<file path="config.mk">
export PLATFORM = sky130hd
export DESIGN_NAME = ysyx_25040111_trap_seq
export DESIGN_NICKNAME = d
export VERILOG_FILES = /design/src/rtl/ysyx_25040111_trap_seq.sv
export SDC_FILE = /design/constraint.sdc
export NUM_CORES = 1
export LEC_CHECK = 0
export CAP_MARGIN = 15
export CORE_ASPECT_RATIO = 1.25
export CORE_MARGIN = 3
export CORE_UTILIZATION = 41
export CTS_CLUSTER_SIZE = 14
export DETAILED_ROUTE_END_ITERATION = 7
export PLACE_DENSITY_LB_ADDON = 0.1
export SYNTH_ARGS = -nofsm -noshare
export SYNTH_HDL_FRONTEND = slang
export SYNTH_SLANG_ARGS = --single-unit
</file>
<file path="constraint.sdc">
create_clock -name clk -period 1.9 [get_ports clk]
set_clock_uncertainty 0.15 [all_clocks]
set_input_delay 0.38 -clock clk [delete_from_list [all_inputs] [get_ports clk]]
set_output_delay 0.38 -clock clk [all_outputs]
set_load 0.005 [all_outputs]
</file>
<file path="src/rtl/ysyx_25040111_trap_seq.sv">
// ysyx_25040111_trap_seq
// Multi-cycle trap sequencer between EXU and the CSR file. It handles the SYSTEM
// ops ecall (trap entry), mret (trap return) and ebreak (halt). It drives the
// single shared CSR port with at most one access per cycle, and it pulses a
// redirect to IFU at the end of ecall and mret.
//
// Optional feature macro: YSYX_25040111_TRAP_MSTATUS_EN
//   Defined   : mstatus is read and rewritten on both ecall and mret
//               (MIE/MPIE stack, MPP forced to M-mode).
//   Undefined : mstatus is never accessed.
module ysyx_25040111_trap_seq #(
  parameter logic [31:0] ECALL_CAUSE = 32'd11,
  parameter logic [31:0] MTVEC_MASK  = 32'hFFFF_FFFC
) (
  input  logic        clk,
  input  logic        rst,
  input  logic        req_valid,
  output logic        req_ready,
  input  logic [1:0]  req_op,
  input  logic [31:0] req_pc,
  output logic [11:0] csr_addr,
  output logic        csr_wen,
  output logic [31:0] csr_wdata,
  input  logic [31:0] csr_rdata,
  output logic        redirect_valid,
  output logic [31:0] redirect_pc,
  output logic        busy,
  output logic        halt
);

  localparam logic [1:0] OP_NONE   = 2'b00;
  localparam logic [1:0] OP_ECALL  = 2'b01;
  localparam logic [1:0] OP_MRET   = 2'b10;
  localparam logic [1:0] OP_EBREAK = 2'b11;

  localparam logic [11:0] CSR_MSTATUS = 12'h300;
  localparam logic [11:0] CSR_MTVEC   = 12'h305;
  localparam logic [11:0] CSR_MEPC    = 12'h341;
  localparam logic [11:0] CSR_MCAUSE  = 12'h342;

  localparam logic [3:0] S_IDLE     = 4'd0;
  localparam logic [3:0] S_EPC_WR   = 4'd1;
  localparam logic [3:0] S_CAUSE_WR = 4'd2;
  localparam logic [3:0] S_VEC_RD   = 4'd3;
  localparam logic [3:0] S_EPC_RD   = 4'd4;
  localparam logic [3:0] S_REDIR    = 4'd5;
  localparam logic [3:0] S_HALT     = 4'd6;
`ifdef YSYX_25040111_TRAP_MSTATUS_EN
  localparam logic [3:0] S_MST_RD   = 4'd7;
  localparam logic [3:0] S_MST_WR   = 4'd8;
`endif

  logic [3:0]  state;
  logic [3:0]  state_d;
  logic [31:0] pc_q;
  logic [31:0] tgt_q;
  logic        accept;

`ifdef YSYX_25040111_TRAP_MSTATUS_EN
  logic        is_mret_q;   // selects the mstatus update rule and the exit path of MST_WR
  logic [31:0] mst_q;       // mstatus value captured in MST_RD
  logic [31:0] mst_new;
`endif

  assign accept = req_valid & req_ready;

`ifdef YSYX_25040111_TRAP_MSTATUS_EN
  // New mstatus value: ecall pushes MIE into MPIE, mret pops it back; MPP stays M-mode.
  always_comb begin
    mst_new        = mst_q;
    mst_new[12:11] = 2'b11;
    if (is_mret_q) begin
      mst_new[3] = mst_q[7];
      mst_new[7] = 1'b1;
    end else begin
      mst_new[7] = mst_q[3];
      mst_new[3] = 1'b0;
    end
  end
`endif

  // Next-state logic for the trap sequence.
  always_comb begin
    // NOTE: default assignment first so every path assigns state_d and no latch is inferred.
    state_d = state;
    case (state)
      S_IDLE: begin
        if (req_valid) begin
          case (req_op)
            OP_ECALL:  state_d = S_EPC_WR;
`ifdef YSYX_25040111_TRAP_MSTATUS_EN
            OP_MRET:   state_d = S_MST_RD;
`else
            OP_MRET:   state_d = S_EPC_RD;
`endif
            OP_EBREAK: state_d = S_HALT;
            OP_NONE:   state_d = S_IDLE;   // accepted and dropped
            default:   state_d = S_IDLE;
          endcase
        end
      end
      S_EPC_WR:   state_d = S_CAUSE_WR;
`ifdef YSYX_25040111_TRAP_MSTATUS_EN
      S_CAUSE_WR: state_d = S_MST_RD;
      S_MST_RD:   state_d = S_MST_WR;
      S_MST_WR:   state_d = is_mret_q ? S_EPC_RD : S_VEC_RD;
`else
      S_CAUSE_WR: state_d = S_VEC_RD;
`endif
      S_VEC_RD:   state_d = S_REDIR;
      S_EPC_RD:   state_d = S_REDIR;
      S_REDIR:    state_d = S_IDLE;
      S_HALT:     state_d = S_HALT;    // sticky until reset
      default:    state_d = S_IDLE;
    endcase
  end

  // Per-state CSR port and status outputs; unused cycles drive zeros on the CSR port.
  always_comb begin
    csr_addr       = 12'h000;
    csr_wen        = 1'b0;
    csr_wdata      = 32'h0;
    redirect_valid = 1'b0;
    case (state)
      S_EPC_WR: begin
        csr_addr  = CSR_MEPC;
        csr_wen   = 1'b1;
        csr_wdata = pc_q;
      end
      S_CAUSE_WR: begin
        csr_addr  = CSR_MCAUSE;
        csr_wen   = 1'b1;
        csr_wdata = ECALL_CAUSE;
      end
`ifdef YSYX_25040111_TRAP_MSTATUS_EN
      S_MST_RD: csr_addr = CSR_MSTATUS;
      S_MST_WR: begin
        csr_addr  = CSR_MSTATUS;
        csr_wen   = 1'b1;
        csr_wdata = mst_new;
      end
`endif
      S_VEC_RD: csr_addr = CSR_MTVEC;
      S_EPC_RD: csr_addr = CSR_MEPC;
      S_REDIR:  redirect_valid = 1'b1;
      default: ;
    endcase
  end

  assign req_ready   = (state == S_IDLE);
  assign busy        = (state != S_IDLE) && (state != S_HALT);
  assign halt        = (state == S_HALT);
  assign redirect_pc = tgt_q;

  // State, latched request PC and redirect target.
  always_ff @(posedge clk) begin
    // NOTE: non-blocking assignments so every register samples pre-edge values.
    if (rst) begin
      state <= S_IDLE;
      pc_q  <= 32'h0;
      tgt_q <= 32'h0;
    end else begin
      state <= state_d;
      if (accept)
        pc_q <= req_pc;
      if (state == S_VEC_RD)
        tgt_q <= csr_rdata & MTVEC_MASK;
      else if (state == S_EPC_RD)
        tgt_q <= csr_rdata;
    end
  end

`ifdef YSYX_25040111_TRAP_MSTATUS_EN
  // Remember which op is running and capture mstatus for the read-modify-write.
  always_ff @(posedge clk) begin
    if (rst) begin
      is_mret_q <= 1'b0;
      mst_q     <= 32'h0;
    end else begin
      if (accept)
        is_mret_q <= (req_op == OP_MRET);
      if (state == S_MST_RD)
        mst_q <= csr_rdata;
    end
  end
`endif

endmodule

</file>
==> reports/qor.log <==
qor: timing.sum_neg_setup_slack -4843 ps
qor: power_and_ir_drop.power.clock.fraction 24.9%
qor: critical_path.timing.critical_path.to_type output port
qor: timing.finalHoldViolCount 0
qor: outcome.run_status finished with violations
qor: timing.period_needed 2088 ps
qor: power_and_ir_drop.power.leakage 2.493 nW
qor: min_path.whs_path_depth 2
qor: critical_path.worstPathRequired 1370 ps
qor: cts.worst_skew_pair.late_latency 330 ps
qor: die.placement_rows 35
qor: drt.route.detailed.wl_per_inst 15.85 um
qor: synth.cell_area_synth 0.003133 sq mm
qor: place.finalWeightedCongestion 0.8261
qor: timing.finalSetupViolCount 64
qor: synth.post_synth_edffs 0
qor: critical_path.regToRegStartpoint state[2]
qor: power_and_ir_drop.p_switching 1.457 mW
qor: die.floorplan.initialDensity 42.33%
qor: drt.detail_route.iter0.violations 89
qor: critical_path.worstPathArrival 1560 ps
qor: cts.clock_sink_count 67
qor: power_and_ir_drop.power.share.sequential 35.6%
qor: synth.synthMostInstantiatedCell sky130_fd_sc_hd__dfxtp_1
qor: critical_path.kind_of_critical_path flip-flop to output port
qor: synth.post_synth_most_frequent_cells 67 x sky130_fd_sc_hd__dfxtp_1, 66 x sky130_fd_sc_hd__nand2_1, 62 x sky130_fd_sc_hd__nand2b_1
qor: power_and_ir_drop.pwr_density_cell 869.3 mW/mm^2
qor: min_path.min_to pc_q[21]
qor: place.post-place-cells 581
qor: critical_path.setup.reg_to_reg.worst_slack -50 ps
qor: cells_and_area.finish.net_count 595
qor: timing.rsz0062_at_grt yes
qor: timing.timing.fmax 0.4790 GHz
qor: grt.gr-total-overflow 0
qor: cells_and_area.post_route_cells_drive_above_1_share 34.91%
qor: cts.ctsHtreeMaxLevel 3
qor: cts.clkTransAtPathRegs 70 ps
qor: cells_and_area.areaGrowthSynthToFinish 77.12%
qor: min_path.worstHoldPathType primary input to flip-flop
qor: cts.cts_inserted_buffers 9
qor: critical_path.worst_path_most_repeated_cell sky130_fd_sc_hd__buf_6
qor: critical_path.worstSetupStartpointType flip-flop
qor: grt.all_layer_global_routing_usage 19.64%
qor: synth.synth.distinct_cells 31
qor: place.numPortBuffers 143
qor: synth.async_flop_share 0%
qor: drt.via_count 3064
qor: cells_and_area.non_filler_cells_final 622
qor: critical_path.max_stage_delay 360 ps
qor: place.dpl.hpwl 5566 um
qor: power_and_ir_drop.combinational_fraction_of_design_power 39.5%
qor: die.num_io_pins 150
qor: cts.cts_max_path_buffers 2
qor: drt.first_drt_pass_iteration_count 4
qor: cts.cts_hold_repair.buffers 0
qor: synth.netlist.area_leader.share 42.81%
qor: synth.ys.warnings.count 0
qor: critical_path.crit_fanout 5
qor: power_and_ir_drop.total_power_consumption 4.824 mW
qor: critical_path.worst_path_dominant_cell_family buffers and inverters
qor: min_path.min-delay-start rst
qor: die.core_area 0.007401 sq mm
qor: critical_path.timing.reg2reg.worst_path_depth 7
qor: synth.seq_total_area_yosys 42.81%
qor: drt.routed_wirelength 9858 um
qor: power_and_ir_drop.internal-power 3.367 mW
qor: timing.layout_setup_ws -187.9 ps
qor: critical_path.regToRegEndpoint pc_q[22]
qor: synth.synthFlopType sky130_fd_sc_hd__dfxtp_1
qor: power_and_ir_drop.vdd_ir_drop_max 551.9 uV
qor: grt.grt_max_degree 37
qor: job.max_cap_violations 0
qor: cells_and_area.antenna_cells_inserted 0
qor: drt.drc_errors 0
qor: synth.top_area_cells_in_the_synthesized_netlist sky130_fd_sc_hd__dfxtp_1 43%, sky130_fd_sc_hd__nand2b_1 12%, sky130_fd_sc_hd__mux2i_1 9.6%, sky130_fd_sc_hd__nand2_1 7.9%, sky130_fd_sc_hd__a21oi_1 6.1%
qor: power_and_ir_drop.p_sw_share 30.21%
qor: drt.route.detailed.vias_per_inst 4.926
qor: grt.grt_pass1_vias 2877
qor: cells_and_area.finalInstanceArea 0.005549 sq mm
qor: critical_path.timing.critical_path.cells nor3b_4 -> buf_6 -> buf_6 -> buf_12 -> a21o_1 -> buf_2
qor: synth.synth_top_cell_by_area sky130_fd_sc_hd__dfxtp_1
qor: die.chipHeight 103.7 um
qor: die.dieArea 0.008733 sq mm
qor: synth.avgSynthCellArea 8.801 sq um
qor: synth.synth_seq_cells 67
qor: synth.syn-instance-count 356
qor: drt.final_antenna_net_count 0
qor: critical_path.cpMaxStageDelayCell sky130_fd_sc_hd__dfxtp_4
qor: grt.grt_antenna_before_repair 0
qor: outcome.violations negative setup slack
qor: die.chipWidth 84.19 um
qor: critical_path.critical_path.n_buffers_inverters 4
qor: grt.grt_pass1_wl 13920 um
qor: place.dpl-instance-area 0.004647 sq mm
qor: cts.cts_tree done
qor: timing.report.final.slew_viol_count 0
qor: cts.cts.root.buffer_cell sky130_fd_sc_hd__clkbuf_8
qor: timing.finalCritPeriodShare 109.9%
==> placed cells by master (no fill, tap or decap), drive strengths merged <==
master          n
xnor2           1
clkdlybuf4s50  99
mux2i          30
and2           29
nor3            1
dfxtp          67
buf            84
clkbuf         16
nor4b           3
a221o           1
a21o            4
clkinv          1
nand2          66
o21bai          1
nor2b           1
o21ai           1
nor4            2
or2             1
nand2b         62
clkinvlp        2
nor2            6
or4b            1
bufinv          1
a21oi          39
nor3b           2
conb            6
and3b           3
==> worst max-delay path by stage <==
stage | startpoint | end | slack [ps] | cells past startpoint
floorplan | state[0] | csr_wdata[10] | 190 | 4
global placement | state[2] | csr_wdata[6] | -70 | 4
detailed placement | state[2] | csr_wdata[7] | -90 | 4
CTS | state[1] | csr_wdata[7] | -210 | 7
global route | state[2] | csr_wdata[1] | -240 | 6
finish | state[2] | csr_wdata[1] | -190 | 6
==> cells by family after synthesis <==
group	count (synthesis)	share of synthesized area (%)
DFF	67	42.81
xor gates and xnor gates	1	0.2796
other	1	0.1197
muxes	30	9.585
buffers and inverters	34	7.628
and+or+nand+nor	177	31.31
AOI/OAI and AO/OA	46	8.267
==> registers in the layout, indices dropped and copies added, names as in the netlist <==
name,count
redirect_pc,32
pc_q,32
state,3
==> cell type report <==
class                   count  area, sq um
multi-input cells         260         1883
clock buffers              11        151.4
flip-flops and latches     67         1350
well taps                  92        115.1
repair buffers            188         1999
clock inverters             4        50.05
fillers                   529         1852
==> through the flow <==
stage / util [%] / hold WS [ps] / worst slack, ps
global placement: 62.79 / 286.6 / -70.35
global route: 74.98 / 322.1 / -244.5
detailed placement: 62.79 / 292.0 / -86.92
floorplan: - / 281.7 / 188.9
CTS: 69.21 / 281.5 / -207.0
finish: 74.98 / 308.5 / -187.9
==> routing by layer <==
metal | part of all wire, % | up-vias | GRT usage [%]
met3 | 8.2 | 29 | 5.887
met1 | 36 | 1429 | 21.74
met4 | 4.0 | 0 | 8.966
li1 | - | 1482 | -
met2 | 52 | 124 | 34.09
met5 | 0 | - | 0
==> power groups by stage <==
stage                     clock [mW]  sequential (mW)  combinational (mW)
after floorplan                    0             1.69               0.716
after global placement             0             1.70                1.32
after detailed placement           0             1.70                1.34
after CTS                       1.23             1.68                1.55
after global routing            1.28             1.74                2.03
final                           1.20             1.72                1.91
==> timing repair <==
item,in CTS,in global routing
cloned,4,6
pin swaps,38,35
buffers inserted,12,8
hold endpoints to repair,0,0
setup endpoints to repair,43,77
gates resized for setup,239,86
Note: power is estimated with default switching activity, not from simulation.
